--- config.mk ---
export PLATFORM = sky130hd
export DESIGN_NAME = part2_fetch_sequencer
export DESIGN_NICKNAME = d
export VERILOG_FILES = /design/src/rtl/part2_pkg.sv /design/src/rtl/part2_wait_timer.sv /design/src/rtl/part2_fetch_sequencer.sv
export SDC_FILE = /design/constraint.sdc
export NUM_CORES = 1
export LEC_CHECK = 0
export CAP_MARGIN = 20
export CORE_MARGIN = 2
export CORE_UTILIZATION = 37
export DETAILED_ROUTE_END_ITERATION = 10
export MAX_ROUTING_LAYER = met4
export PLACE_DENSITY = 0.85
export REMOVE_ABC_BUFFERS = 1
export SETUP_SLACK_MARGIN = 0.4
export SYNTH_ARGS = -nofsm -noshare
export SYNTH_HDL_FRONTEND = slang
export SYNTH_SLANG_ARGS = --single-unit
--- constraint.sdc ---
create_clock -name clk -period 1.43 [get_ports clk]
set_input_delay 0.143 -clock clk [delete_from_list [all_inputs] [get_ports clk]]
set_output_delay 0.143 -clock clk [all_outputs]
set_load 0.05 [all_outputs]
--- src/rtl/part2_pkg.sv ---
// Shared types and ARF control encodings for the fetch sequencer.
// The ARF register file is external; only its select/function codes live here.
package part2_pkg;

    typedef enum logic [3:0] {
        IDLE,
        SEL,
        REQ_HI,
        INC_HI,
        SETTLE,
        REQ_LO,
        INC_LO,
        DONE,
        ERR
    } state_e;

    localparam logic [1:0] OUTSEL_PC   = 2'b11;
    localparam logic [1:0] FUN_NOP     = 2'b00;
    localparam logic [1:0] FUN_INC     = 2'b10;
    localparam logic [2:0] RSEL_PC_INC = 3'b100;
    localparam logic [2:0] RSEL_NONE   = 3'b000;

endpackage

--- src/rtl/part2_wait_timer.sv ---
// Memory-ready wait counter: cleared outside a request, counts stalled cycles,
// and flags the stalled cycle that would bring the count to MAX_WAIT.
module part2_wait_timer #(
    parameter int MAX_WAIT = 15
) (
    input  logic clk,
    input  logic rst,
    input  logic clr_i,
    input  logic en_i,
    output logic expired_o
);

    localparam int CW = $clog2(MAX_WAIT + 1);

    logic [CW-1:0] cnt_q, cnt_d;

    assign expired_o = en_i && (cnt_q == CW'(MAX_WAIT - 1));

    always_comb begin
        cnt_d = cnt_q;
        if (clr_i) begin
            cnt_d = '0;
        end else if (en_i && !expired_o) begin
            cnt_d = cnt_q + CW'(1);
        end
    end

    always_ff @(posedge clk or posedge rst) begin
        if (rst) begin
            cnt_q <= '0;
        end else begin
            cnt_q <= cnt_d;
        end
    end

endmodule

--- src/rtl/part2_fetch_sequencer.sv ---
// Two-byte instruction fetch: reads big-endian bytes at PC and PC+1 through the
// ARF, bumping PC after each byte and waiting one settle cycle for OutA to follow.
module part2_fetch_sequencer
    import part2_pkg::*;
#(
    parameter int ADDR_W   = 8,
    parameter int DATA_W   = 8,
    parameter int MAX_WAIT = 15
) (
    input  logic                  clk,
    input  logic                  rst,
    input  logic                  start,
    input  logic [ADDR_W-1:0]     pc_addr,
    output logic [1:0]            arf_outasel,
    output logic [1:0]            arf_funsel,
    output logic [2:0]            arf_rsel,
    output logic [ADDR_W-1:0]     mem_addr,
    output logic                  mem_rd,
    input  logic [DATA_W-1:0]     mem_data,
    input  logic                  mem_ready,
    output logic [2*DATA_W-1:0]   ir,
    output logic                  ir_valid,
    output logic                  busy,
    output logic                  fetch_err
);

    state_e              state_q, state_d;
    logic [2*DATA_W-1:0] ir_q, ir_d;
    logic                in_req;
    logic                wait_en;
    logic                wait_expired;

    assign in_req  = (state_q == REQ_HI) || (state_q == REQ_LO);
    assign wait_en = in_req && !mem_ready;
    assign ir      = ir_q;

    part2_wait_timer #(
        .MAX_WAIT (MAX_WAIT)
    ) u_wait_timer (
        .clk       (clk),
        .rst       (rst),
        .clr_i     (!in_req),
        .en_i      (wait_en),
        .expired_o (wait_expired)
    );

    always_ff @(posedge clk or posedge rst) begin
        if (rst) begin
            state_q <= IDLE;
            ir_q    <= '0;
        end else begin
            state_q <= state_d;
            ir_q    <= ir_d;
        end
    end

    always_comb begin
        state_d     = state_q;
        ir_d        = ir_q;
        arf_outasel = OUTSEL_PC;
        arf_funsel  = FUN_NOP;
        arf_rsel    = RSEL_NONE;
        mem_rd      = 1'b0;
        mem_addr    = '0;
        ir_valid    = 1'b0;
        busy        = 1'b1;
        fetch_err   = 1'b0;

        case (state_q)
            IDLE: begin
                busy = 1'b0;
                if (start) state_d = SEL;
            end
            SEL: state_d = REQ_HI;
            REQ_HI: begin
                mem_rd   = 1'b1;
                mem_addr = pc_addr;
                if (mem_ready) begin
                    ir_d[2*DATA_W-1:DATA_W] = mem_data;
                    state_d                 = INC_HI;
                end else if (wait_expired) begin
                    state_d = ERR;
                end
            end
            INC_HI: begin
                arf_funsel = FUN_INC;
                arf_rsel   = RSEL_PC_INC;
                state_d    = SETTLE;
            end
            // OutA still shows the old PC here; the low-byte request must wait a cycle.
            SETTLE: state_d = REQ_LO;
            REQ_LO: begin
                mem_rd   = 1'b1;
                mem_addr = pc_addr;
                if (mem_ready) begin
                    ir_d[DATA_W-1:0] = mem_data;
                    state_d          = INC_LO;
                end else if (wait_expired) begin
                    state_d = ERR;
                end
            end
            INC_LO: begin
                arf_funsel = FUN_INC;
                arf_rsel   = RSEL_PC_INC;
                state_d    = DONE;
            end
            DONE: begin
                ir_valid = 1'b1;
                state_d  = IDLE;
            end
            ERR: begin
                busy      = 1'b0;
                fetch_err = 1'b1;
                if (start) state_d = SEL;
            end
            default: state_d = IDLE;
        endcase
    end

endmodule
==> metrics.md <==
| Metric | Value |
|---|---|
| Max Clock Skew | 0.00124 ns |
| Cell leakage power | 1.07 nW |
| Area occupied by registers | 604 um^2 |
| Post-detailed-route wirelength per cell | 19.2 um |
| Die boundary height | 62.4 um |
| Clk root buf | sky130_fd_sc_hd__clkbuf_4 |
| Area of the placeable core | 0.00331 mm^2 |
| Gate Count Post-Synth | 109 |
| Outcome | complete, but fails checks |
| Clock period minus worst slack | 1.87 ns |
| Total detailed-routing wirelength | 4540 um |
| Final setup vio count | 31 |
| Data required time at the worst endpoint | 1.29 ns |
| Minimum setup slack after placement | -0.155 ns |
| H-tree levels | 1 |
| Layout area overhead | 86.8% |
| Power per Cell Area | 2710 mW/mm^2 |
| Netlist area before placement | 0.00126 mm^2 |
| Via count of the first global-routing pass | 1113 |
| Violated checks | setup timing |
| Number of warnings printed during yosys synthesis | 0 |
| Highest attainable clock frequency | 534 MHz |
| Weighted congestion reported at the end of routability-driven placement | 0.793 |
| Final count of pins violating max slew | 0 |
| Via total after detailed routing | 1218 |
| Adder and majority gate portion of the synthesized area | 0.0198 |
| Final cycle utilization of the critical path | 1.31 |
| Type of element launching the critical path | flop |
| Multiplexer share of the synthesized area | 0.143 |
| Path category of the worst min-delay check | in -> async |
| Clk pin slew, worst setup/hold paths | 0.14 ns |
| Global-route wire length before repair | 5640 um |
| Number of clock sinks seen by CTS | 24 |
| Nets | 213 |
| Crit path DAT | 1.73 ns |
| Die Outline Area | 0.00390 mm^2 |
| Avg Inst Size Synth | 11.6 um^2 |
| Total overflow reported by the global router | 0 |
| Number of max-cap violations | 0 |
| Global routing usage summed across all routing layers | 0.186 |
| Number of buffers inserted by hold repair at cts | 0 |
| Remaining antenna violation count after routing | 0 |
| Maximum clock path buffer count | 2 |
| Fin worst setup slack | -0.444 ns |
| Num CTS Buffers | 3 |
| Count of non-filler cells in the finished layout | 236 |
| Share of final-layout standard cells stronger than drive strength 1 | 0.579 |
| Maximum number of pins on one net before global-route repair | 18 |
| WS Path Type | reg -> out |
| Site Rows | 21 |
| Kind of end point of the critical path | primary output |
| Synthesized-area fraction occupied by ao, oa, aoi and oai cells | 0.0803 |
| Cells on worst reg2reg path | 6 |
| Initial cell density of the core | 0.381 |
| Number of storage elements in the synthesis netlist | 24 |
| Fin Setup TNS | -8.83 ns |
| Maximum VDD drop | 1.27 mV |
| Highest-count cells in the layout ignoring fill and taps | 28 x sky130_fd_sc_hd__buf_4, 24 x sky130_fd_sc_hd__buf_6, 21 x sky130_fd_sc_hd__dfrtp_1 |
| Sequential share of the synthesized area | 0.476 |
| First-pass iteration count of the detailed router | 5 |
| Number of different library cells in the post-synthesis netlist | 35 |
| RSZ-0062 raised after global routing | true |
| Antenna violations before repair | 0 |
| Die X | 62.4 um |
| DRC violations left | 0 |
| Iter 0 DRT Violations | 63 |
| Final cell utilization of the core | 0.712 |
| Clock Latency Late Sink | 0.32 ns |
| Hold violation total from the final report | 0 |
| Most common cell after layout, fill and taps aside | sky130_fd_sc_hd__buf_4 |
| Area of the multi-input gates | 687 um^2 |
| Fillers | 212 |
| Count of placed standard cells including taps | 213 |
| Io pins | 55 |
| Main combinational cell family by area after synthesis | simple AND/OR/NAND/NOR gates |
| CTS tree | yes |
| Total power after layout | 0.00640 W |
| Xor and xnor area share after synthesis | 0.0139 |
| Sum of net half-perimeters after detailed placement | 2290 um |
| Vias/cell | 5.16 |
| Count of input and output buffers | 49 |
| Area share of and/or/nand/nor cells after synthesis | 0.179 |
| CP Max Fanout | 5 |
| Antenna Diode Count | 0 |
==> worst paths after layout <==
| kind | from | endpoint | slack [ns] |
|---|---|---|---|
| setup / recovery | state_q[1] | mem_addr[3] | -0.44 |
| hold / removal | rst | ir[0] | 0.05 |
| setup reg to reg | state_q[3] | ir[4] | -0.26 |
| hold reg to reg | ir[13] | ir[13] | 0.56 |
| max in group asynchronous | rst | state_q[3] | 0.80 |
| min in group clk | start | state_q[3] | 0.47 |
==> state kept, by name, summed over array words and instances, names as in the netlist <==
register,flops
u_wait_timer.cnt_q,4
ir,16
state_q,4
==> where the power goes <==
group	switching, W	total [W]	leakage, nW	internal [W]
logic	0.00247	0.00463	0.752	0.00216
clock network	0.000227	0.000510	0.0279	0.000284
registers	0.000285	0.00126	0.294	0.000977
==> critical path, stage by stage (launching register included) <==
cell and delay, ns:
sky130_fd_sc_hd__dfrtp_1 0.47, sky130_fd_sc_hd__nor4b_4 0.17, sky130_fd_sc_hd__a31oi_4 0.25, sky130_fd_sc_hd__clkinvlp_4 0.20
sky130_fd_sc_hd__and2_4 0.18, sky130_fd_sc_hd__buf_12 0.14
==> cell type report <==
type	count	share of cell area
Clock buffer	3	0.00955
Tap cell	46	0.0244
Inverter	5	0.00796
Clock inverter	1	0.0127
Sequential cell	24	0.256
Timing Repair inverter	1	0.00318
Multi-Input combinational cell	72	0.291
Timing Repair Buffer	84	0.395
==> synth_stat cells <==
| master | number | share of area |
|---|---|---|
| sky130_fd_sc_hd__nand2_1 | 2 | 0.0059 |
| sky130_fd_sc_hd__o31ai_1 | 1 | 0.0059 |
| sky130_fd_sc_hd__mux2_2 | 16 | 0.14 |
| sky130_fd_sc_hd__dfrtp_1 | 24 | 0.48 |
| sky130_fd_sc_hd__and3_2 | 1 | 0.0059 |
| sky130_fd_sc_hd__and2_1 | 9 | 0.045 |
| sky130_fd_sc_hd__a21oi_1 | 2 | 0.0079 |
| sky130_fd_sc_hd__o211a_1 | 1 | 0.0079 |
| sky130_fd_sc_hd__a311oi_1 | 1 | 0.0069 |
| sky130_fd_sc_hd__xnor2_1 | 2 | 0.014 |
| sky130_fd_sc_hd__nand2b_1 | 2 | 0.0099 |
| sky130_fd_sc_hd__nor3b_1 | 3 | 0.018 |
| sky130_fd_sc_hd__or3_1 | 2 | 0.0099 |
| sky130_fd_sc_hd__nand4b_1 | 2 | 0.014 |
| sky130_fd_sc_hd__nand2_2 | 1 | 0.0050 |
| sky130_fd_sc_hd__buf_4 | 7 | 0.042 |
| sky130_fd_sc_hd__o21bai_1 | 1 | 0.0059 |
| sky130_fd_sc_hd__inv_1 | 4 | 0.012 |
| sky130_fd_sc_hd__conb_1 | 2 | 0.0059 |
| sky130_fd_sc_hd__nor4b_1 | 1 | 0.0069 |
| sky130_fd_sc_hd__o21ai_0 | 3 | 0.012 |
| sky130_fd_sc_hd__a221oi_2 | 1 | 0.012 |
| sky130_fd_sc_hd__buf_2 | 2 | 0.0079 |
| sky130_fd_sc_hd__nor3_1 | 1 | 0.0040 |
| sky130_fd_sc_hd__nand3_1 | 2 | 0.0079 |
| sky130_fd_sc_hd__ha_1 | 2 | 0.020 |
| sky130_fd_sc_hd__and4b_1 | 1 | 0.0079 |
| sky130_fd_sc_hd__nor2b_2 | 1 | 0.0069 |
| sky130_fd_sc_hd__a31oi_1 | 2 | 0.0099 |
| sky130_fd_sc_hd__nor2b_1 | 1 | 0.0050 |
| sky130_fd_sc_hd__a211oi_1 | 2 | 0.012 |
| sky130_fd_sc_hd__buf_6 | 2 | 0.018 |
| sky130_fd_sc_hd__inv_2 | 1 | 0.0030 |
| sky130_fd_sc_hd__nor2_1 | 3 | 0.0089 |
| sky130_fd_sc_hd__nor4b_4 | 1 | 0.019 |
==> timing repair <==
action | in CTS | in global routing
setup buffers | 8 | 10
endpoints found under the setup margin | 54 | 54
cloned | 1 | 0
resized for setup | 41 | 17
pin swaps | 13 | 4
==> per-layer routing <==
metal  GRT usage  share of wire  vias up
li1            -              -      536
met1       0.211           0.38      605
met2       0.339           0.55       67
met3      0.0252          0.064       10
met4      0.0556         0.0099        0
met5           -              0        -
==> kinds of logic after synthesis <==
group	Yosys count
compound gates	14
xor+xnor	2
fa+ha+maj	2
buf+inv	16
flops	24
mux	16
other cells	2
simple gates	33
==> stage by stage <==
stage               hold WS (ns)  instance area [um^2]
CTS                       0.0673                  2220
finish                    0.0540                  2360
detailed placement         0.405                  1950
floorplan                  0.158                  1190
global route              0.0931                  2360
global placement           0.395                  1950
Note: power is estimated with default switching activity, not from simulation.
